<file path="config.mk">
export PLATFORM = sky130hd
export DESIGN_NAME = mux_arb
export DESIGN_NICKNAME = d
export VERILOG_FILES = /design/src/rtl/mux_arb.sv
export SDC_FILE = /design/constraint.sdc
export NUM_CORES = 1
export LEC_CHECK = 0
export ABC_AREA = 0
export ABC_CLOCK_PERIOD_IN_PS = 2650
export CAP_MARGIN = 30
export CORE_MARGIN = 2
export CORE_UTILIZATION = 31
export CTS_BUF_LIST = sky130_fd_sc_hd__clkbuf_4
export DETAILED_ROUTE_END_ITERATION = 6
export PLACE_DENSITY = 0.79
export REMOVE_ABC_BUFFERS = 1
export SKIP_LAST_GASP = 1
export SLEW_MARGIN = 30
export SYNTH_ARGS = -nofsm -noshare
export SYNTH_HDL_FRONTEND = slang
export SYNTH_SLANG_ARGS = --single-unit
</file>
<file path="constraint.sdc">
create_clock -name clk -period 2.65 [get_ports clk]
set_clock_uncertainty 0.15 [all_clocks]
set_input_delay 0.795 -clock clk [delete_from_list [all_inputs] [get_ports clk]]
set_output_delay 0.795 -clock clk [all_outputs]
set_load 0.1 [all_outputs]
</file>
<file path="src/rtl/mux_arb.sv">
// rtl/mux_arb.sv - N-channel registered mux with external-select or round-robin grant
// Optional packet lock (grant held until last beat) enabled by `define MUX_ARB_PKT_LOCK_EN
module mux_arb #(
  parameter int WIDTH = 32,
  parameter int NCH   = 4,
  parameter int SELW  = 2
) (
  input  logic                 clk,
  input  logic                 rst,
  input  logic                 mode,
  input  logic [SELW-1:0]      sel,
  input  logic [NCH-1:0]       in_vld,
  input  logic [NCH*WIDTH-1:0] in_dat,
  output logic [NCH-1:0]       in_rdy,
`ifdef MUX_ARB_PKT_LOCK_EN
  input  logic [NCH-1:0]       in_lst,
  output logic                 out_lst,
`endif
  output logic                 out_vld,
  output logic [WIDTH-1:0]     out_dat,
  output logic [SELW-1:0]      out_ch,
  input  logic                 out_rdy
);

  logic [SELW-1:0]  ptr;
  logic [NCH-1:0]   grant;
  logic             found;
  logic             load_en;
  logic             xfer;
  logic [SELW-1:0]  gidx;
  logic [WIDTH-1:0] gdat;
`ifdef MUX_ARB_PKT_LOCK_EN
  logic             lock;
  logic [SELW-1:0]  lock_ch;
  logic             glst;
`endif

  assign load_en = !out_vld || out_rdy;

  always_comb begin
    grant = '0;
    found = 1'b0;
    if (!mode) begin
      for (int i = 0; i < NCH; i++)
        if (sel == SELW'(i)) grant[i] = in_vld[i];
    end else begin
      // Candidate k steps past ptr, so ptr itself is searched last.
      for (int k = 1; k <= NCH; k++) begin
        for (int i = 0; i < NCH; i++) begin
          if (!found && in_vld[i] &&
              ((int'(ptr) + k == i) || (int'(ptr) + k - NCH == i))) begin
            grant[i] = 1'b1;
            found    = 1'b1;
          end
        end
      end
    end
`ifdef MUX_ARB_PKT_LOCK_EN
    if (lock) begin
      grant = '0;
      for (int i = 0; i < NCH; i++)
        if (lock_ch == SELW'(i)) grant[i] = in_vld[i];
    end
`endif
  end

  always_comb begin
    gidx = '0;
    gdat = '0;
`ifdef MUX_ARB_PKT_LOCK_EN
    glst = 1'b0;
`endif
    for (int i = 0; i < NCH; i++) begin
      if (grant[i]) begin
        gidx = SELW'(i);
        gdat = in_dat[i*WIDTH +: WIDTH];
`ifdef MUX_ARB_PKT_LOCK_EN
        glst = in_lst[i];
`endif
      end
    end
  end

  assign in_rdy = rst ? '0 : (grant & {NCH{load_en}});
  assign xfer   = |in_rdy;

  always_ff @(posedge clk) begin
    if (rst) begin
      out_vld <= 1'b0;
      out_dat <= '0;
      out_ch  <= '0;
      ptr     <= SELW'(NCH - 1);
`ifdef MUX_ARB_PKT_LOCK_EN
      out_lst <= 1'b0;
      lock    <= 1'b0;
      lock_ch <= '0;
`endif
    end else if (xfer) begin
      out_vld <= 1'b1;
      out_dat <= gdat;
      out_ch  <= gidx;
`ifdef MUX_ARB_PKT_LOCK_EN
      out_lst <= glst;
      lock    <= !glst;
      lock_ch <= gidx;
      if (mode && glst) ptr <= gidx;
`else
      if (mode) ptr <= gidx;
`endif
    end else if (out_rdy) begin
      out_vld <= 1'b0;
    end
  end

endmodule

</file>
==> results.sh <==
export IMPL_synth_top_family_by_area="simple AND/OR/NAND/NOR gates"
export IMPL_antenna_found_initial=1
export IMPL_final_nets=631
export IMPL_core_area_um2=7210
export IMPL_fin_crit_ns=2.90
export IMPL_synth_mux_area_frac=0
export IMPL_synth_compound_area_frac=0.281
export IMPL_grt_first_pass_wirelength_um=16800
export IMPL_clk_latency_ns=0.33
export IMPL_cts_buffers=5
export IMPL_startpoint_type="input port"
export IMPL_port_buffers=176
export IMPL_drtPass1Iterations=5
export IMPL_crit_fanout=2
export IMPL_rr_worst_depth=13
export IMPL_arrival_ns=1.95
export IMPL_pre_cts_slack_ns=-0.746
export IMPL_total_power_uw=2550
export IMPL_clkTransAtPathRegs_ns=0.12
export IMPL_r2r_slack_ns=0.05
export IMPL_synth_seq_area_share=0.321
export IMPL_synth_cells=282
export IMPL_post_synth_top_area_fraction=0.321
export IMPL_grt_overflow=0
export IMPL_wire_per_inst_um=18.2
export IMPL_stdcell_area_um2=5010
export IMPL_hold_start="out_dat[24]"
export IMPL_max_stage_delay_ns=0.52
export IMPL_critPathKind="input port to output port"
export IMPL_slew_headroom=0.598
export IMPL_max_slew_worst_pin_slew_ns=0.603
export IMPL_finalMaxSlewViolations=0
export IMPL_status="complete, but fails checks"
export IMPL_drtIter0Drc=179
export IMPL_setup_slack_ns=-0.246
export IMPL_synth_adder_area_share=0
export IMPL_power_density_nw_per_um2=508
export IMPL_routabilityCongestion=0.855
export IMPL_drc=0
export IMPL_routed_wl_um=10800
export IMPL_postRouteAntennaNets=0
export IMPL_worstPathCellList="buf_6 > or4b_4 > a21oi_4 > o21ai_2 > nor2_2 > buf_12"
export IMPL_synth_cell_type_count=40
export IMPL_vdd_drop_max_uv=250
export IMPL_mostFrequentLayoutCells="clkdlybuf4s50_1 (128), buf_4 (64), nor2_1 (36), dfxtp_1 (36), nand2_1 (33)"
export IMPL_layout_commonest_cell="clkdlybuf4s50_1"
export IMPL_yosys_warnings=0
export IMPL_synth_simple_area_share=0.328
export IMPL_cp_startpoint="in_vld[3]"
export IMPL_io_pins=177
export IMPL_postPlaceCellArea_um2=4280
export IMPL_finalCritPeriodShare=1.09
export IMPL_tns_ns=-0.696
export IMPL_vias=3224
export IMPL_rsz0062_at_grt="true"
export IMPL_synth_area_um2=2310
export IMPL_die_h_um=90.3
export IMPL_synth_area_leaders="dfxtp_1 (32%), a222oi_1 (8.7%), nor3_2 (7.8%), nor2_1 (7.3%), and3_1 (5.4%)"
export IMPL_async_flop_share=0
export IMPL_grt_pass1_vias=3349
export IMPL_synth_xor_area_frac=0
export IMPL_grt_max_degree=39
export IMPL_cts_root_buf="clkbuf_4"
export IMPL_drive_above_1_share=0.350
export IMPL_h_tree_depth=2
export IMPL_hold_path_depth=2
export IMPL_rows=31
export IMPL_maxCapViolCount=0
export IMPL_hp_class="flip-flop to flip-flop"
export IMPL_p_leak_uw=0.00201
export IMPL_synth_flop_cell="dfxtp_1"
export IMPL_critPathSlowestCell="or4b_4"
export IMPL_setup_violations=11
export IMPL_synth_area_leader_cell="dfxtp_1"
export IMPL_fmax_mhz=345
export IMPL_crit_required_ns=1.71
export IMPL_cts_tree="yes"
export IMPL_hpwl_um=7170
export IMPL_grt_use_total=0.255
export IMPL_critPathCaptureType="output port"
export IMPL_reg2reg_from="ptr[1]"
export IMPL_syn_area_per_cell_um2=8.19
export IMPL_die_area_um2=8160
export IMPL_violations="setup timing"
export IMPL_die_width_um=90.3
export IMPL_viasPerCell=5.43
export IMPL_start_util=0.320
export IMPL_synth_edf_count=0
export IMPL_numClockSinks=37
export IMPL_clk_path_buf_depth=2
export IMPL_ys_ff_latch=37
export IMPL_hold_violations=0
export IMPL_synthToLayoutAreaGrowth_pct=117
## metal layers
metal | vias to the layer above | routed length [um] | GRT usage
li1 | 1513 | - | -
met1 | 1551 | 3930 | 0.285
met2 | 142 | 6010 | 0.472
met3 | 18 | 686 | 0.0484
met4 | 0 | 200 | 0.103
met5 | - | 0 | 0
## through the flow
stage,utilization,cells,hold WS [ns]
4_1_cts,0.683,593,0.356
2_1_floorplan,-,253,0.385
3_5_place_dp,0.594,556,0.342
6_report,0.695,594,0.356
3_3_place_gp,0.594,556,0.332
5_1_grt,0.695,594,0.383
## worst paths after layout
check                endpoint
hold reg to reg   out_dat[24]
setup / recovery    in_rdy[0]
hold / removal    out_dat[24]
setup reg to reg  out_dat[14]
## what timing repair did
item / 4_1_cts / 5_1_grt
cloned: 7 / 0
endpoints found under the setup margin: 40 / 38
setup buffers: 32 / 5
pin swaps: 25 / 12
hold buffers: 0 / 0
resized for setup: 87 / 23
## Yosys cell counts (all sizes together) (2+ instances only)
| cell type | n |
|---|---|
| nor2b | 4 |
| a311oi | 13 |
| buf | 15 |
| nor2 | 45 |
| nor3 | 22 |
| o21a | 2 |
| dfxtp | 37 |
| clkbuf | 14 |
| a21oi | 5 |
| a221o | 12 |
| nand2b | 2 |
| o21ai | 16 |
| or2 | 2 |
| a222oi | 20 |
| nor3b | 2 |
| inv | 2 |
| and3 | 20 |
| nand2 | 33 |
## cell type report
cell class | count | area, um^2
clock inverters | 2 | 33.8
flip-flops and latches | 37 | 742
diodes | 1 | 2.50
well taps | 99 | 124
fillers | 560 | 2200
clock buffers | 6 | 45.0
repair buffers | 233 | 2410
multi-input cells | 214 | 1650
inverters | 2 | 7.51
## cell families after synthesis
logic type	count (synthesis)
AOI/OAI and AO/OA	76
and+or+nand+nor	138
DFF	37
buffers and inverters	31
## critical path, delay by kind of cell
| kind | cells | cell delay [ns] |
|---|---|---|
| AO/OA/AOI/OAI | 2 | 0.22 |
| AND/OR/NAND/NOR | 2 | 0.66 |
| buffers and inverters | 2 | 0.28 |
## registers in the layout, summed over array words and instances, names as in the netlist
| register | cells |
|---|---|
| out_vld | 1 |
| ptr | 2 |
| out_ch | 2 |
| out_dat | 32 |
## where the power goes
| group | switching, uW | total (uW) | internal, uW |
|---|---|---|---|
| Sequential | 40.0 | 662 | 622 |
| Combinational | 863 | 1480 | 618 |
| Clock | 199 | 406 | 207 |
No activity file was read; power rests on OpenSTA's default activity.
